## config.mk

```make
export PLATFORM = sky130hd
export DESIGN_NAME = refresh_sched
export DESIGN_NICKNAME = d
export VERILOG_FILES = /design/src/rtl/tom_defs.sv /design/src/rtl/ref_tick_gen.sv /design/src/rtl/refresh_sched.sv
export SDC_FILE = /design/constraint.sdc
export NUM_CORES = 1
export LEC_CHECK = 0
export CAP_MARGIN = 15
export CORE_ASPECT_RATIO = 0.75
export CORE_MARGIN = 2
export CORE_UTILIZATION = 45
export DETAILED_ROUTE_END_ITERATION = 12
export PLACE_DENSITY = 0.69
export REMOVE_ABC_BUFFERS = 1
export SETUP_SLACK_MARGIN = 0.05
export SLEW_MARGIN = 30
export SYNTH_ARGS = -nofsm -noshare
export SYNTH_HDL_FRONTEND = slang
export SYNTH_SLANG_ARGS = --single-unit
export TNS_END_PERCENT = 1
```

## constraint.sdc

```tcl
create_clock -name clk -period 7.8 [get_ports clk]
set_input_delay 1.56 -clock clk [delete_from_list [all_inputs] [get_ports clk]]
set_output_delay 1.56 -clock clk [all_outputs]
set_load 0.005 [all_outputs]
```

## src/rtl/tom_defs.sv

```systemverilog
// ============================================================================
// Package : tom_defs
// Shared refresh-scheduler encodings and field widths.
// Rev 1.0 - initial release
// ============================================================================
`default_nettype none

package tom_defs;

    localparam int REFRATE_W = 4;
    localparam int OWE_W     = 3;

    typedef enum logic [1:0] {
        ST_IDLE = 2'd0,
        ST_REQ  = 2'd1,
        ST_BUSY = 2'd2
    } ref_state_e;

endpackage : tom_defs

`default_nettype wire

```

## src/rtl/ref_tick_gen.sv

```systemverilog
// ============================================================================
// Module : ref_tick_gen
// Prescaler plus interval counter; emits a one-cycle due pulse per interval.
// Rev 1.0 - initial release
// ============================================================================
`default_nettype none

module ref_tick_gen
    import tom_defs::*;
#(
    parameter int PRESC_W = 6
) (
    input  logic                 clk,
    input  logic                 resetl,
    input  logic [REFRATE_W-1:0] refrate,
    input  logic                 tcount,
    output logic                 due
);

    localparam logic [REFRATE_W-1:0] c_rate_one  = REFRATE_W'(1);
    localparam logic [PRESC_W-1:0]   c_presc_one = PRESC_W'(1);

    logic [PRESC_W-1:0]   r_presc;
    logic [REFRATE_W-1:0] r_icnt;
    logic                 w_tick;
    logic                 w_rate_on;
    logic                 w_wrap;

    assign w_tick    = tcount | (&r_presc);
    assign w_rate_on = |refrate;
    // ">=" rather than "==" so lowering refrate below the current count fires on the next tick
    assign w_wrap    = (r_icnt >= (refrate - c_rate_one));
    assign due       = w_tick & w_rate_on & w_wrap;

    always_ff @(posedge clk or negedge resetl) begin
        if (!resetl) begin
            r_presc <= '0;
            r_icnt  <= '0;
        end else begin
            r_presc <= r_presc + c_presc_one;
            if (!w_rate_on) begin
                r_icnt <= '0;
            end else if (w_tick) begin
                r_icnt <= w_wrap ? '0 : (r_icnt + c_rate_one);
            end
        end
    end

endmodule : ref_tick_gen

`default_nettype wire

```

## src/rtl/refresh_sched.sv

```systemverilog
// ============================================================================
// Module : refresh_sched
// DRAM refresh scheduler: owed-refresh backlog and refreq/ack/refback handshake.
// Rev 1.0 - initial release
// ============================================================================
`default_nettype none

module refresh_sched
    import tom_defs::*;
#(
    parameter int PRESC_W   = 6,
    parameter int MAX_OWE   = 7,
    parameter int URGENT_TH = 4
) (
    input  logic                 clk,
    input  logic                 resetl,
    input  logic [REFRATE_W-1:0] refrate,
    input  logic                 tcount,
    input  logic                 startref,
    input  logic                 ack,
    input  logic                 refback,
    input  logic                 ovfclr,
    output logic                 refreq,
    output logic                 urgent,
    output logic [OWE_W-1:0]     owed,
    output logic                 ovf
);

    // One extra bit holds owed + 2 before saturation
    localparam int                 SUM_W   = OWE_W + 1;
    localparam logic [SUM_W-1:0]   c_max   = SUM_W'(MAX_OWE);
    localparam logic [SUM_W-1:0]   c_urg   = SUM_W'(URGENT_TH);
    localparam logic [OWE_W-1:0]   c_max_o = OWE_W'(MAX_OWE);

    ref_state_e        r_state;
    logic              r_refreq;
    logic              r_urgent;
    logic [OWE_W-1:0]  r_owed;
    logic              r_ovf;

    logic              w_due;
    logic              w_dec;
    logic [SUM_W-1:0]  w_sum_up;
    logic [SUM_W-1:0]  w_raw;
    logic              w_over;
    logic [OWE_W-1:0]  w_owed_next;

    ref_tick_gen #(
        .PRESC_W (PRESC_W)
    ) u_tick (
        .clk     (clk),
        .resetl  (resetl),
        .refrate (refrate),
        .tcount  (tcount),
        .due     (w_due)
    );

    assign w_dec       = (r_state == ST_BUSY) & refback & (w_sum_up != '0);
    assign w_sum_up    = SUM_W'(r_owed) + SUM_W'(w_due) + SUM_W'(startref);
    assign w_raw       = w_sum_up - SUM_W'(w_dec);
    assign w_over      = (w_raw > c_max);
    assign w_owed_next = w_over ? c_max_o : w_raw[OWE_W-1:0];

    always_ff @(posedge clk or negedge resetl) begin
        if (!resetl) begin
            r_owed   <= '0;
            r_ovf    <= 1'b0;
            r_urgent <= 1'b0;
        end else begin
            r_owed   <= w_owed_next;
            r_urgent <= (SUM_W'(w_owed_next) >= c_urg);
            if (w_over) begin
                r_ovf <= 1'b1;
            end else if (ovfclr) begin
                r_ovf <= 1'b0;
            end
        end
    end

    always_ff @(posedge clk or negedge resetl) begin
        if (!resetl) begin
            r_state  <= ST_IDLE;
            r_refreq <= 1'b0;
        end else begin
            case (r_state)
                ST_IDLE: begin
                    if (r_owed != '0) begin
                        r_state  <= ST_REQ;
                        r_refreq <= 1'b1;
                    end
                end
                ST_REQ: begin
                    if (ack) begin
                        r_state  <= ST_BUSY;
                        r_refreq <= 1'b0;
                    end
                end
                ST_BUSY: begin
                    if (refback) begin
                        if (w_owed_next != '0) begin
                            r_state  <= ST_REQ;
                            r_refreq <= 1'b1;
                        end else begin
                            r_state  <= ST_IDLE;
                            r_refreq <= 1'b0;
                        end
                    end
                end
                default: begin
                    r_state  <= ST_IDLE;
                    r_refreq <= 1'b0;
                end
            endcase
        end
    end

    assign refreq = r_refreq;
    assign urgent = r_urgent;
    assign owed   = r_owed;
    assign ovf    = r_ovf;

endmodule : refresh_sched

`default_nettype wire
```

==> results of run 1 <==
[layout make-up]
type,instances,area [um2],share of cell area (%)
Multi-Input combinational cell,77,596.8,46.04
Sequential cell,17,425.4,32.82
Timing Repair Buffer,16,160.2,12.36
Inverter,12,45.04,3.475
Tap cell,34,42.54,3.282
Clock buffer,4,26.28,2.027
[how the worst max path moves through the flow]
stage | from | to | slack [ps] | cells past startpoint
3_3_place_gp | refrate[0] | refreq$_DFFE_PN0P_ | 2310 | 21
4_1_cts | refrate[0] | refreq$_DFFE_PN0P_ | 2420 | 20
6_report | refrate[0] | refreq$_DFFE_PN0P_ | 2410 | 21
5_1_grt | refrate[0] | refreq$_DFFE_PN0P_ | 1970 | 20
2_1_floorplan | refrate[0] | refreq$_DFFE_PN0P_ | 3090 | 20
3_5_place_dp | refrate[0] | refreq$_DFFE_PN0P_ | 2120 | 20
[layout by cell type, fill, tap and decap left out, types with 5 or more instances in the layout]
cell type / n
dfrtp_1: 17
inv_1: 12
nand2_1: 8
xnor2_1: 7
o21ai_1: 5
o21ai_0: 5
ha_1: 10
nand3_1: 6
clkdlybuf4s50_1: 16
[per-layer routing]
metal / track usage (%) / vias up / part of all wire, %
li1: - / 419 / -
met1: 23.30 / 408 / 49
met2: 26.30 / 12 / 46
met3: 5.899 / 0 / 4.4
met4: 1.304 / 0 / 0
met5: 0 / - / 0
[registers in the layout, summed over array words and instances (netlist names)]
register,count
ovf,1
u_tick.r_icnt,4
r_state,2
owed,3
refreq,1
u_tick.r_presc,6
[kinds of logic (layout without fill, tap and decap cells)]
family	Yosys count	in the layout
compound gates	25	25
xor+xnor	8	8
fa+ha+maj	11	11
buf+inv	14	32
flops	17	17
simple gates	33	33
[power breakdown]
group	switching, mW	total [mW]	leakage [nW]	internal (mW)
Sequential	0.0277	0.140	0.204	0.112
Clock	0.0262	0.0461	0.0150	0.0199
Combinational	0.0912	0.193	0.362	0.102
[critical path, cell delays in order]
cell and delay, ps:
clkdlybuf4s50_1 470, inv_1 60, ha_1 230, xnor2_1 190, ha_1 250, o21a_1 130, nor2_1 50, nor3_1 260
nand2_1 140, fa_1 400, inv_1 70, ha_1 220, or2_1 120, o21ai_1 80, a311oi_1 310, ha_1 270
ha_1 180, xnor2_1 130, xnor2_1 180, nor2_1 120, a31oi_2 190
[through the flow]
stage | cells | total power, mW
after floorplan | 106 | 0.2671
after global placement | 156 | 0.3283
after detailed placement | 156 | 0.3349
after CTS | 160 | 0.3826
after global routing | 160 | 0.4137
final | 160 | 0.3790
[synthesized netlist by cell type (2+ instances only)]
master	instances	area share (%)
o21ai_1	5	2.3
a21oi_1	2	0.93
xnor2_1	7	5.7
nor3_1	3	1.4
o21ai_0	5	2.3
nand2_1	8	2.8
dfrtp_1	17	39
nand3_1	6	2.8
and3_1	2	1.2
o21a_1	3	2.1
inv_1	12	4.2
nor2_1	3	1.0
a311oi_1	3	2.4
ha_1	10	12
==> results.sh, run 1 <==
export IMPL_crit_required_ps=8010
export IMPL_async_flop_share_pct=100.0
export IMPL_cts_setup_buffers=0
export IMPL_post_route_min_period_ps=5387
export IMPL_final_core_util_pct=56.61
export IMPL_path_clk_slew_ps=100
export IMPL_slew_headroom_pct=50.12
export IMPL_clock_path_buffers=2
export IMPL_vias=839
export IMPL_critPathLaunchType="input pin"
export IMPL_p_leak_nw=0.5806
export IMPL_timing_setup_tns_ps=0
export IMPL_timing_final_ws_setup_ps=2413
export IMPL_max_freq_ghz=0.1856
export IMPL_ioPinCount=17
export IMPL_post_place_ws_ps=2119
export IMPL_cts_resized_gates=0
export IMPL_ff2ff_setup_slack_ps=4080
export IMPL_ys_warnings_count=0
export IMPL_rsz0062_at_grt="no"
export IMPL_synth_compound_area_share_pct=17.52
export IMPL_finalSetupViolCount=0
export IMPL_fillers=219
export IMPL_drtPass1Iterations=4
export IMPL_post_route_period_util_pct=69.06
export IMPL_core_area_um2=2290
export IMPL_h_tree_depth=1
export IMPL_place_hpwl_mm=1.655
export IMPL_ir_drop_mv=0.1358
export IMPL_placedInstanceArea_um2=1270
export IMPL_ant_nets=0
export IMPL_tightest_slew_ps=745.9
export IMPL_wl_per_cell_um=12.72
export IMPL_nNetsFinal=149
export IMPL_antennaDiodeCount=0
export IMPL_synth_ff_type="dfrtp_1"
export IMPL_arrival_ps=5600
export IMPL_wl_mm=2.035
export IMPL_synth_seq_cells=17
export IMPL_timing_rr_end="refreq$_DFFE_PN0P_"
export IMPL_row_count=15
export IMPL_cp_end_kind="register"
export IMPL_maxCapViolCount=0
export IMPL_ys_types=36
export IMPL_drt_iter0_drc=21
export IMPL_cts_tree="done"
export IMPL_die_area_um2=2809
export IMPL_initial_core_util_pct=47.10
export IMPL_routabilityCongestion=0.7504
export IMPL_grt_util_all_layers_pct=16.71
export IMPL_cts_sinks=17
export IMPL_clock_latency_ps=290
export IMPL_muxShareOfSynthArea_pct=0
export IMPL_synth_simple_gate_area_share_pct=17.87
export IMPL_worstSetupPathType="input pin to register"
export IMPL_portBuffers=16
export IMPL_hold_depth=1
export IMPL_hold_violations=0
export IMPL_synth_fa_ha_area_share_pct=13.46
export IMPL_antenna_found_initial=0
export IMPL_die_w_um=60.53
export IMPL_synth_area_um2=1079
export IMPL_final_setup_skew_ps=5.549
export IMPL_finalInstanceArea_um2=1296
export IMPL_path_max_fanout=4
export IMPL_hold_path_end="u_tick.r_presc[0]$_DFF_PN0_"
export IMPL_cellPowerDensity_nw_per_um2=292.4
export IMPL_grt_max_degree=18
export IMPL_cts_root_buf="clkbuf_4"
export IMPL_min_path_type="register to register"
export IMPL_grt_pass1_wl_mm=3.353
export IMPL_first_global_vias=768
export IMPL_hp_start="u_tick.r_presc[0]$_DFF_PN0_"
export IMPL_grt_overflow=0
export IMPL_seq_area_frac_synth_pct=39.44
export IMPL_vias_per_cell=5.244
export IMPL_synthCells=108
export IMPL_hold_slack_ps=486.8
export IMPL_cts_buffers=3
export IMPL_status="finished, final reports clean"
export IMPL_hold_buffers=0
export IMPL_syn2layout_area_growth_pct=20.19
export IMPL_drive_above_1_share_pct=7.143
export IMPL_rr_startpoint="u_tick.r_icnt[0]$_DFFE_PN0P_"
export IMPL_synth_top_family_by_area="simple AND/OR/NAND/NOR gates"
export IMPL_finalMaxSlewViolations=0
export IMPL_drcViolationCount=0
export IMPL_rr_worst_depth=18
export IMPL_synth_edf_count=0
export IMPL_postSynthAreaPerCell_um2=9.986
export IMPL_die_h_um=46.40
export IMPL_yosys_area_share_xor_xnor_pct=6.497
Note: power is estimated with default switching activity, not from simulation.
==> run 2: changes to the inputs <==
--- a/config.mk
+++ b/config.mk
@@ -10,7 +10,7 @@
 export CORE_MARGIN = 2
 export CORE_UTILIZATION = 45
 export DETAILED_ROUTE_END_ITERATION = 12
-export PLACE_DENSITY = 0.69
+export PLACE_DENSITY = 0.71
 export REMOVE_ABC_BUFFERS = 1
 export SETUP_SLACK_MARGIN = 0.05
 export SLEW_MARGIN = 30
==> constraint.sdc (replaced) <==
create_clock -name clk -period 4.4 [get_ports clk]
set_input_delay 0.88 -clock clk [delete_from_list [all_inputs] [get_ports clk]]
set_output_delay 0.88 -clock clk [all_outputs]
set_load 0.005 [all_outputs]
==> run 2 against run 1 <==
Effect of this change: sequential cell count is the same; sequential power is 82% higher; non-clock buffer count rose by 16; register-to-register slack got worse by 3200 ps; first-iteration DRC count rose by 150%; global-route usage increased by 1.6 points; total power grew 120%; combinational power grew to 2.6 times the previous value; via count up 6.3%; hold slack got worse by 9.7 ps; routed wire length is 21% higher; clock skew shrank 1.2 ps; critical endpoint is now owed[2]$_DFF_PN0_.
==> results.sh, run 2 (synthesized netlist as in run 1, its figures left out) <==
export IMPL_portBuffers=16
export IMPL_m1WireLength_mm=1.104
export IMPL_drive_above_1_share_pct=29.58
export IMPL_hp_start="u_tick.r_presc[4]$_DFF_PN0_"
export IMPL_h_tree_depth=1
export IMPL_p_leak_nw=0.6793
export IMPL_startpoint="refrate[2]"
export IMPL_wl_mm=2.456
export IMPL_grt_max_degree=18
export IMPL_ir_drop_mv=0.2660
export IMPL_routabilityCongestion=0.8503
export IMPL_cts_root_buf="clkbuf_4"
export IMPL_hold_violations=0
export IMPL_path_max_fanout=4
export IMPL_multiInputGateArea_um2=676.9
export IMPL_hold_depth=1
export IMPL_die_w_um=60.53
export IMPL_die_area_um2=2809
export IMPL_initial_core_util_pct=47.10
export IMPL_regMostFlops="u_tick.r_presc"
export IMPL_max_freq_ghz=0.2384
export IMPL_tightest_slew_ps=758.1
export IMPL_post_route_min_period_ps=4195
export IMPL_layout_common_cells="17 x dfrtp_1, 16 x buf_4, 14 x clkdlybuf4s50_1"
export IMPL_top_layer="met4"
export IMPL_vias=892
export IMPL_antenna_found_initial=0
export IMPL_critPathLaunchType="input pin"
export IMPL_first_global_vias=805
export IMPL_status="finished, final reports clean"
export IMPL_cts_buffers=3
export IMPL_grt_overflow=0
export IMPL_post_route_period_util_pct=95.34
export IMPL_wl_per_cell_um=13.95
export IMPL_hold_path_end="u_tick.r_presc[4]$_DFF_PN0_"
export IMPL_timing_final_ws_setup_ps=205.2
export IMPL_clock_path_buffers=2
export IMPL_final_common_cell="dfrtp_1"
export IMPL_row_count=15
export IMPL_timing_rr_end="owed[2]$_DFF_PN0_"
export IMPL_drt_iter0_drc=52
export IMPL_arrival_ps=4390
export IMPL_ant_nets=0
export IMPL_ff2ff_setup_slack_ps=930
export IMPL_cts_tree="done"
export IMPL_vias_per_cell=5.068
export IMPL_hold_buffers=0
export IMPL_crit_required_ps=4590
export IMPL_maxCapViolCount=0
export IMPL_slew_headroom_pct=49.30
export IMPL_ioPinCount=17
export IMPL_wl_met2_mm=1.259
export IMPL_fillers=201
export IMPL_route_met3_wl_um=74
export IMPL_final_setup_skew_ps=4.359
export IMPL_cts_sinks=17
export IMPL_post_place_ws_ps=-465.7
export IMPL_nNetsFinal=165
export IMPL_rr_worst_depth=20
export IMPL_drcViolationCount=0
export IMPL_largest_reg_flops=6
export IMPL_finalPower_uw=844.3
export IMPL_core_area_um2=2290
export IMPL_antennaDiodeCount=0
export IMPL_rsz0062_at_grt="no"
export IMPL_drtPass1Iterations=4
export IMPL_syn2layout_area_growth_pct=39.33
export IMPL_finalMaxSlewViolations=0
export IMPL_path_clk_slew_ps=100
export IMPL_register_area_um2=425.4
export IMPL_cellPowerDensity_nw_per_um2=561.9
export IMPL_grt_util_all_layers_pct=18.27
export IMPL_finalSetupViolCount=0
export IMPL_rr_startpoint="u_tick.r_icnt[0]$_DFFE_PN0P_"
export IMPL_grt_pass1_wl_mm=3.574
export IMPL_cp_end_kind="register"
export IMPL_place_hpwl_mm=1.797
export IMPL_clock_latency_ps=300
export IMPL_die_h_um=46.40
export IMPL_min_path_type="register to register"
export IMPL_worstSetupPathType="input pin to register"
run 2: what timing repair did:
item,4_1_cts,5_1_grt
gates resized for setup,9,11
endpoints found under the setup margin,6,6
buffers inserted,1,4
pin swaps,5,9
run 2: routing by layer:
layer / track usage [%] / vias up
li1: - / 453
met1: 22.24 / 424
met2: 30.65 / 13
met3: 5.056 / 2
met4: 7.826 / 0
met5: 0 / -
run 2: worst max-delay path by stage:
stage / depth (start not counted) / end / slack [ps]
floorplan: 20 / refreq$_DFFE_PN0P_ / 370
global placement: 21 / refreq$_DFFE_PN0P_ / -250
detailed placement: 20 / refreq$_DFFE_PN0P_ / -470
CTS: 21 / refreq$_DFFE_PN0P_ / 50
global route: 19 / refreq$_DFFE_PN0P_ / 10
finish: 22 / owed[2]$_DFF_PN0_ / 210
run 2: layout make-up:
| class | count | share of cell area (%) |
|---|---|---|
| multi-input combinational | 77 | 45.05 |
| sequential | 17 | 28.31 |
| timing repair buffer | 32 | 18.98 |
| inverter | 12 | 2.998 |
| tap | 34 | 2.831 |
| clock buffer | 3 | 1.499 |
| clock inverter | 1 | 0.3331 |
run 2: through the flow:
step / std cells / area, um2 / setup TNS, ps / util, % / hold slack (ps)
after floorplan: 106 / 1067 / 0 / - / 438.7
after global placement: 167 / 1353 / -1102 / 59.07 / 460.7
after detailed placement: 167 / 1353 / -2315 / 59.07 / 463.6
after CTS: 172 / 1420 / 0 / 62.02 / 483.3
after global routing: 176 / 1503 / 0 / 65.63 / 508.7
final: 176 / 1503 / 0 / 65.63 / 477.1
run 2: critical path, stage by stage:
cell and delay, ps:
clkdlybuf4s50_1 410, nor3_1 240, xnor2_1 100, ha_1 280, o21a_1 130, nor2_2 50, nor3_2 130, nand2_1 100
fa_2 370, inv_2 80, ha_4 150, or2_1 130, o21ai_2 80, a311oi_2 210, ha_2 290, ha_4 150
xnor2_1 120, xnor2_1 110, buf_4 160, buf_4 120, inv_1 50, nand2_1 50
run 2: power breakdown:
group          internal, mW  total (mW)  switching [mW]
clock network        0.0340      0.0852          0.0512
registers             0.198       0.255          0.0565
logic                 0.285       0.504           0.219
total                 0.518       0.844           0.326
